`config.mk`:
```
export PLATFORM = sky130hd
export DESIGN_NAME = arch_registers_int
export DESIGN_NICKNAME = d
export VERILOG_FILES = /design/src/rtl/arch_registers_int_pkg.sv /design/src/rtl/arch_reg_read_port.sv /design/src/rtl/arch_registers_int.sv
export SDC_FILE = /design/constraint.sdc
export NUM_CORES = 2
export LEC_CHECK = 0
export ABC_AREA = 1
export CAP_MARGIN = 10
export CORE_ASPECT_RATIO = 1.25
export CORE_MARGIN = 4
export CORE_UTILIZATION = 30
export DETAILED_ROUTE_END_ITERATION = 10
export GPL_ROUTABILITY_DRIVEN = 0
export HOLD_SLACK_MARGIN = 0.1
export PLACE_DENSITY = 0.46
export SYNTH_ARGS = -nofsm -noshare
export SYNTH_HDL_FRONTEND = slang
export SYNTH_HIERARCHICAL = 1
export SYNTH_SLANG_ARGS = --single-unit
export TNS_END_PERCENT = 1
```
`constraint.sdc`:
```
create_clock -name clk -period 3.1 [get_ports clk]
set_clock_uncertainty 0.15 [all_clocks]
set_input_delay 0.31 -clock clk [delete_from_list [all_inputs] [get_ports clk]]
set_output_delay 0.31 -clock clk [all_outputs]
set_load 0.1 [all_outputs]
```
`src/rtl/arch_registers_int_pkg.sv`:
```
// Shared definitions for the architectural integer register file:
// default widths and the RISC-V ABI register index names.
package arch_registers_int_pkg;

  localparam int DEFAULT_DATA_W   = 32;
  localparam int DEFAULT_ADDR_W   = 5;
  localparam int DEFAULT_NUM_REGS = 1 << DEFAULT_ADDR_W;

  typedef logic [DEFAULT_ADDR_W-1:0] reg_idx_t;

  // ABI register indices
  localparam reg_idx_t REG_ZERO = 5'd0;
  localparam reg_idx_t REG_RA   = 5'd1;
  localparam reg_idx_t REG_SP   = 5'd2;
  localparam reg_idx_t REG_GP   = 5'd3;
  localparam reg_idx_t REG_TP   = 5'd4;
  localparam reg_idx_t REG_T0   = 5'd5;
  localparam reg_idx_t REG_T1   = 5'd6;
  localparam reg_idx_t REG_T2   = 5'd7;
  localparam reg_idx_t REG_S0   = 5'd8;
  localparam reg_idx_t REG_FP   = 5'd8;
  localparam reg_idx_t REG_S1   = 5'd9;
  localparam reg_idx_t REG_A0   = 5'd10;
  localparam reg_idx_t REG_A1   = 5'd11;
  localparam reg_idx_t REG_A2   = 5'd12;
  localparam reg_idx_t REG_A3   = 5'd13;
  localparam reg_idx_t REG_A4   = 5'd14;
  localparam reg_idx_t REG_A5   = 5'd15;
  localparam reg_idx_t REG_A6   = 5'd16;
  localparam reg_idx_t REG_A7   = 5'd17;
  localparam reg_idx_t REG_S2   = 5'd18;
  localparam reg_idx_t REG_S3   = 5'd19;
  localparam reg_idx_t REG_S4   = 5'd20;
  localparam reg_idx_t REG_S5   = 5'd21;
  localparam reg_idx_t REG_S6   = 5'd22;
  localparam reg_idx_t REG_S7   = 5'd23;
  localparam reg_idx_t REG_S8   = 5'd24;
  localparam reg_idx_t REG_S9   = 5'd25;
  localparam reg_idx_t REG_S10  = 5'd26;
  localparam reg_idx_t REG_S11  = 5'd27;
  localparam reg_idx_t REG_T3   = 5'd28;
  localparam reg_idx_t REG_T4   = 5'd29;
  localparam reg_idx_t REG_T5   = 5'd30;
  localparam reg_idx_t REG_T6   = 5'd31;

endpackage

```
`src/rtl/arch_reg_read_port.sv`:
```
// One combinational read port of the register file: register select with
// enable gating and x0 masking. With ARCH_REG_BYPASS_EN defined, a same-cycle
// write to the addressed register is forwarded straight to the output.
module arch_reg_read_port
  import arch_registers_int_pkg::*;
#(
  parameter int DATA_W   = DEFAULT_DATA_W,
  parameter int NUM_REGS = DEFAULT_NUM_REGS,
  parameter int ADDR_W   = DEFAULT_ADDR_W
) (
  input  logic [NUM_REGS-1:1][DATA_W-1:0] regs_i,
  input  logic [ADDR_W-1:0]               addr_i,
  input  logic                            re_i,
  input  logic [ADDR_W-1:0]               waddr_i,
  input  logic                            we_i,
  input  logic [DATA_W-1:0]               wdata_i,
  output logic [DATA_W-1:0]               dout_o
);

  logic [DATA_W-1:0] stored_data;

  // Select the addressed register; index 0 and disabled reads fall through to zero.
  always_comb begin
    // NOTE: default assignment first so every path assigns stored_data (no latch).
    stored_data = '0;
    for (int i = 1; i < NUM_REGS; i++) begin
      if (re_i && (addr_i == ADDR_W'(i))) stored_data = regs_i[i];
    end
  end

`ifdef ARCH_REG_BYPASS_EN
  logic bypass_hit;

  assign bypass_hit = re_i && we_i && (waddr_i != '0) && (waddr_i == addr_i);
  assign dout_o     = bypass_hit ? wdata_i : stored_data;
`else
  // Write-port signals only matter when forwarding is built in.
  logic unused_bypass;

  assign unused_bypass = ^{waddr_i, we_i, wdata_i};
  assign dout_o        = stored_data;
`endif

endmodule

```
`src/rtl/arch_registers_int.sv`:
```
// Architectural integer register file: 32 x 32-bit GPRs, two combinational
// read ports (rs1/rs2) and one synchronous write port (rd). x0 has no storage
// and always reads zero. Optional same-cycle write forwarding is enabled by
// defining ARCH_REG_BYPASS_EN.
module arch_registers_int
  import arch_registers_int_pkg::*;
#(
  parameter int DATA_W   = DEFAULT_DATA_W,
  parameter int NUM_REGS = DEFAULT_NUM_REGS,
  parameter int ADDR_W   = DEFAULT_ADDR_W
) (
  input  logic              clk,
  input  logic              reset,
  input  logic [ADDR_W-1:0] addr_p0,
  input  logic              re_p0,
  output logic [DATA_W-1:0] dout_p0,
  input  logic [ADDR_W-1:0] addr_p1,
  input  logic              re_p1,
  output logic [DATA_W-1:0] dout_p1,
  input  logic [ADDR_W-1:0] addr_p2,
  input  logic              we_p2,
  input  logic [DATA_W-1:0] din_p2
);

  // Register flops start at index 1; index 0 holds no state.
  logic [NUM_REGS-1:1][DATA_W-1:0] regs_q;
  logic [NUM_REGS-1:1][DATA_W-1:0] regs_d;

  // Next state: only the addressed non-zero register takes the write data.
  always_comb begin
    regs_d = regs_q;
    for (int i = 1; i < NUM_REGS; i++) begin
      if (we_p2 && (addr_p2 == ADDR_W'(i))) regs_d[i] = din_p2;
    end
  end

  // Register array update with asynchronous clear.
  always_ff @(posedge clk or negedge reset) begin
    // NOTE: the array is a flop array, so it can and must be cleared by reset;
    // a RAM macro could not be, and its contents would start undefined.
    if (!reset) begin
      regs_q <= '0;
    end else begin
      // NOTE: non-blocking so every flop samples pre-edge values.
      regs_q <= regs_d;
    end
  end

  // Read port 0 (rs1)
  arch_reg_read_port #(
    .DATA_W   (DATA_W),
    .NUM_REGS (NUM_REGS),
    .ADDR_W   (ADDR_W)
  ) u_read_p0 (
    .regs_i  (regs_q),
    .addr_i  (addr_p0),
    .re_i    (re_p0),
    .waddr_i (addr_p2),
    .we_i    (we_p2),
    .wdata_i (din_p2),
    .dout_o  (dout_p0)
  );

  // Read port 1 (rs2)
  arch_reg_read_port #(
    .DATA_W   (DATA_W),
    .NUM_REGS (NUM_REGS),
    .ADDR_W   (ADDR_W)
  ) u_read_p1 (
    .regs_i  (regs_q),
    .addr_i  (addr_p1),
    .re_i    (re_p1),
    .waddr_i (addr_p2),
    .we_i    (we_p2),
    .wdata_i (din_p2),
    .dout_o  (dout_p1)
  );

endmodule

```
* Yosys cells after proc, flatten, opt, wreduce, memory -nomap -nowiden
Index checks and enable logic that the tools add are counted.
W data, S select, Z words.
** Word-level totals
- Output and inout port bits :: 64
- Flip-flop bits (word level) :: 992
- Input bits :: 52
- Word-level logic and storage cells :: 279
** Operators by class
- Mux-type cells :: 62
- Equality and inequality tests :: 93
- Reductions and logical operators :: 93
** Operator list (count)
- $mux W32 :: 62
- $eq A5 B5 Y1 const B :: 48
- $eq A5 B4 Y1 const B :: 24
- $logic_and A1 B1 Y1 :: 93
- $eq A5 B3 Y1 const B :: 12
- $eq A5 B2 Y1 const B :: 6
- $eq A5 B1 Y1 const B :: 3

* Longest topological paths before layout
- Word-level depth :: 33
- Gate-level depth with buffers :: 23
- Gate-level depth less buffers :: 22

* Hierarchy
The synthesis kept the hierarchy.
** Modules (own cells, without submodules)
- arch_registers_int :: area an instance 39434.1 sq um, seq. area each 24823.8 sq um, times used 1, cells each 4452
- arch_reg_read_port :: area an instance 8106.5 sq um, seq. area each 0.0 sq um, times used 2, cells each 1909

* Worst setup path after synthesis
OpenSTA, ideal clock, no wires.
- Path type :: input to output
- Start :: in re_p0
- End :: out dout_p0[15]
- Path buffers :: 2
- Arrival :: 2.829 ns
- Setup slack :: -0.189 ns
- Data required time :: 2.640 ns
- Cell stages on the path :: 16
- Path through :: inv_1 -> nor2_2 -> inv_2 -> buf_6 -> nor2_4 -> inv_1 -> clkbuf_1 -> or2_2 -> nand2_1 -> nand4_1 -> nor3_1 -> nand4_1 -> nor2_1 -> nand4_1 -> nor2_1 -> nand4_1
** Between the ends
- Longest elaborated chain between the ends :: 32
- Elaborated cells between the ends (all ways) :: 62
- Those cells by class :: mux (31); reduce/logical (31)
** Ends and longest elaborated chain
- start, declared :: RTL line arch_registers_int.sv:15 : input logic re_p0,
- $logic_and A1 B1 Y1 :: RTL line arch_reg_read_port.sv:27 : if (re_i && (addr_i == ADDR_W'(i))) stored_data = regs_i[i];
- $mux W32 (30 in series) :: RTL line arch_reg_read_port.sv:27
- $mux W32 (*) :: RTL line arch_reg_read_port.sv:27
- end, declared :: RTL line arch_registers_int.sv:16 : output logic [DATA_W-1:0] dout_p0,
Mark *: on every way between the ends. The rest lies on a longest branch, timed or not.

* Worst setup path in the final report
- Start :: in addr_p0[2]
- End :: out dout_p0[1]
** Between the ends
- Longest elaborated chain between the ends :: 33
- Elaborated cells between the ends (all ways) :: 93
- Those cells by class :: eq/ne (31); mux (31); reduce/logical (31)
** Ends and longest elaborated chain
- start, declared :: RTL line arch_registers_int.sv:14 : input logic [ADDR_W-1:0] addr_p0,
- $eq A5 B1 Y1 :: RTL line arch_reg_read_port.sv:27
- $logic_and A1 B1 Y1 :: RTL line arch_reg_read_port.sv:27
- $mux W32 (30 in series) :: RTL line arch_reg_read_port.sv:27
- $mux W32 (*) :: RTL line arch_reg_read_port.sv:27
Marked as above.

==> summary by stage <==
Layout
The final non-filler cell area is 0.0702 sq mm. The relative area change from synthesis to final layout is 26.2%. The largest registers in the layout are regs_q x992. For this run, the post-layout net count is 8691. The number of flip-flops in the largest register is 992. Counting flops per register, the top entry is regs_q.

Measured on the finished design, the core utilization comes to 0.381. In the final layout, the share of cells above drive strength 1 is 0.149.

Power and ir drop
The power density over cell area is 563 mW/mm^2. The peak supply drop is 0.000539 V. The leakage component of the power is 34.6 nW.

Worst hold path
The path class of the tightest hold or removal check is in2async.

Global route
Across every metal layer, demand over resource in global routing totals 0.272. The number of global-route vias before repair is 57500. The final global-route overflow total is 0.

Entering global routing, the biggest net connects 143 pins. The initial antenna violation count is 8. The first global-routing pass estimated 393 mm of wire.

Synth
Yosys mapped a number of flops with a built-in enable equal to 0. The count of warnings emitted by yosys is 6. The share of the Yosys chip area taken by registers is 0.446. The number of library cell types mapped by synthesis is 27.

The netlist area before placement is 0.0556 sq mm. Sorting the synthesized cells by area gives the leading types as sky130_fd_sc_hd__dfrtp_1 (45%), sky130_fd_sc_hd__nand2_1 (25%), sky130_fd_sc_hd__nand3_1 (8.7%). The gate count of the mapped netlist is 8270. The synthesized design contains 992 register bits. The biggest area consumer among synthesized cells is sky130_fd_sc_hd__dfrtp_1. By count the netlist is led by sky130_fd_sc_hd__nand2_1 (3651), sky130_fd_sc_hd__dfrtp_1 (992), sky130_fd_sc_hd__nand3_1 (965). By instance count, the leading cell after synthesis is sky130_fd_sc_hd__nand2_1. The predominant post-synthesis flop cell is sky130_fd_sc_hd__dfrtp_1. The number of nets handed over by synthesis was 8322. The async set-or-reset flop fraction in the synthesized netlist is 1.00. The area fraction of the dominant cell type after synthesis is 0.446. The post-synthesis average cell area is 6.73 sq um.

Clock network
The number of sinks on the clock net is 992. After clock tree synthesis, the clock-pin slew on the worst setup and hold paths is 0.07 ns. The clock latency on the worst-skew pair is 0.77 ns. TritonCTS built the clock tree. The clock tree root driver cell is sky130_fd_sc_hd__clkbuf_16. The H-tree was split into 3 levels. Clock tree synthesis inserted a total of 115 buffers. The worst-case clock buffer depth is 3.

Floorplan
The die is 393 um wide. 116 I/O pins were placed. The vertical die dimension is 490 um. The number of placement rows is 176. The area of the die is 0.192 sq mm. For this configuration, the core starts out at a cell density of 0.302. The region available for standard cell placement spans 0.184 sq mm.

Timing
The smallest clock period supported by the final layout is computed as 4.65 ns. The count of final hold-check violations is 0. For the pin with the worst max-slew slack, the measured transition is 1.14 ns. Dividing the final minimum period by the clock period gives 1.50. The highest clock rate is 215 MHz. The headroom to the max-slew limit is 0.243. Setup repair after global routing could not meet its margin everywhere. Setup violations remaining at the end of the flow were counted as 64.

The final critical-path setup slack is -1.55 ns. The total count of max-transition violations in the final report is 0.

Setup path
The required time reported for the critical path endpoint is 2.64 ns. The startpoint kind of the worst setup timing path is an input pin. In this run the worst path has a maximum fanout of 5. STA puts the critical path data arrival time at 4.19 ns.

The element type at the critical path end is a primary output. The critical path in this run is classified as in2out. The path depth of the worst reg2reg path is 3.

Routing
The DRC violations left is 0. The detailed router finished its first iteration with 6070 violations. The mean number of vias per cell is 5.30.

In this run the remaining antenna-violating nets after routing total 0. After detailed routing, the average wire length per cell comes to 23.9 um. The iteration count of the initial detailed-routing pass is 8. The routed design has 266 mm of wire. The routed layout has 59100 vias.

Run status
The final reports fail on negative setup slack. The run finished, with violations left.

Placement
The pre-CTS setup slack is -2.01 ns. The post-place instance area is 0.0652 sq mm. The count of buffers added on input and output ports is 115. The post-detailed-placement half-perimeter wirelength is 182 mm.

Run
Max-cap violations in this run came to 0.
==> area by class of cell <==
class                           instances  area, sq um
Fill cell                           18900       114000
Multi-Input combinational cell       6204        27300
Sequential cell                       992        24800
Timing Repair Buffer                  858         9090
Clock buffer                          162         3280
Tap cell                             2403         3010
Inverter                              468         1780
Clock inverter                         56          902
Antenna cell                            6         15.0
==> layout by cell type, fill, tap and decap left out, drive strengths merged <==
| cell | synthesis | routed |
|---|---|---|
| nand2 | 3659 | 3659 |
| dfrtp | 992 | 992 |
| nand3 | 967 | 967 |
| buf | 159 | 807 |
| nor2 | 732 | 732 |
| nand4 | 590 | 590 |
| inv | 466 | 468 |
| clkbuf | 447 | 163 |
| or2 | 132 | 132 |
| a21oi | 104 | 104 |
| clkinv | 2 | 33 |
| clkdlybuf4s50 | 0 | 30 |
| bufinv | 0 | 19 |
| nor3 | 12 | 12 |
| dlygate4sd3 | 0 | 9 |
| dlygate4sd2 | 0 | 8 |
| diode | 0 | 6 |
| o21ai | 6 | 6 |
| clkinvlp | 0 | 4 |
| clkdlybuf4s15 | 0 | 3 |
| nor3b | 2 | 2 |
==> per-stage QoR <==
stage	hold slack (ns)	total power, mW	cells	setup TNS, ns
finish	0.131	39.5	11100	-81.06
global route	0.150	41.3	11100	-91.01
CTS	0.103	39.8	11100	-82.23
detailed placement	0.0686	24.3	10900	-108.36
global placement	0.0716	24.1	10900	-108.62
floorplan	-0.136	20.9	8270	-6.55
==> per-layer routing <==
layer / global-route usage / up-vias / wire, um
met4: 0.128 / 0 / 14000
met2: 0.460 / 2591 / 127000
met3: 0.0347 / 626 / 17600
met5: 0 / - / 0
li1: - / 27000 / -
met1: 0.344 / 28900 / 107000
==> where the power goes <==
group          total (mW)  internal [mW]  leakage (nW)  switching [mW]
Combinational        6.79           2.23          19.7            4.56
Clock                15.3           9.01          2.05            6.32
Sequential           17.4           15.4          12.9            2.06
==> worst max-delay path: stages <==
cell,delay (ns)
sky130_fd_sc_hd__dlygate4sd2_1,0.24
sky130_fd_sc_hd__buf_6,0.16
sky130_fd_sc_hd__clkinvlp_4,0.13
sky130_fd_sc_hd__nor2_4,0.08
sky130_fd_sc_hd__buf_4,0.14
sky130_fd_sc_hd__nand2_4,0.08
sky130_fd_sc_hd__nor2_4,0.09
sky130_fd_sc_hd__buf_6,0.15
sky130_fd_sc_hd__buf_4,0.15
sky130_fd_sc_hd__a21oi_1,0.16
sky130_fd_sc_hd__nand4_1,0.16
sky130_fd_sc_hd__nand2_1,0.10
sky130_fd_sc_hd__nand4_1,0.13
sky130_fd_sc_hd__nand2_1,0.11
sky130_fd_sc_hd__nand4_1,0.13
sky130_fd_sc_hd__nand2_1,0.18
sky130_fd_sc_hd__nand4_1,0.28
sky130_fd_sc_hd__nor3_1,0.28
sky130_fd_sc_hd__nand4_1,0.17
sky130_fd_sc_hd__nor2_1,0.18
sky130_fd_sc_hd__nand4_1,0.19
sky130_fd_sc_hd__nor2_1,0.18
sky130_fd_sc_hd__nand4_1,0.17
sky130_fd_sc_hd__buf_12,0.22
==> logic make-up (layout without fill, tap and decap cells) <==
family / count (synthesis) / after routing / share of synthesized area
AOI/OAI and AO/OA: 110 / 110 / 0.00989
and+or+nand+nor: 6094 / 6094 / 0.468
DFF: 992 / 992 / 0.446
buffers and inverters: 1074 / 1544 / 0.0764
other: 0 / 6 / 0
==> path summary, 6_finish.rpt <==
| path | startpoint | endpoint | slack, ns |
|---|---|---|---|
| max in group asynchronous | reset | regs_q[382] | 1.49 |
| min in group clk | din_p2[7] | regs_q[711] | 0.18 |
| hold / removal | reset | regs_q[715] | 0.13 |
| setup / recovery | addr_p0[2] | dout_p0[1] | -1.55 |
| hold reg to reg | regs_q[352] | regs_q[352] | 0.33 |
| setup reg to reg | regs_q[72] | regs_q[72] | 2.20 |
==> repair_timing <==
action | 4_1_cts | 5_1_grt
gates cloned | 0 | 0
hold buffers | 9 | 0
hold endpoints to repair | 1028 | 0
buffers inserted | 25 | 0
gates resized for setup | 148 | 40
pin swaps | 65 | 44
setup endpoints to repair | 64 | 64
Power figures use the tool's default switching activity.
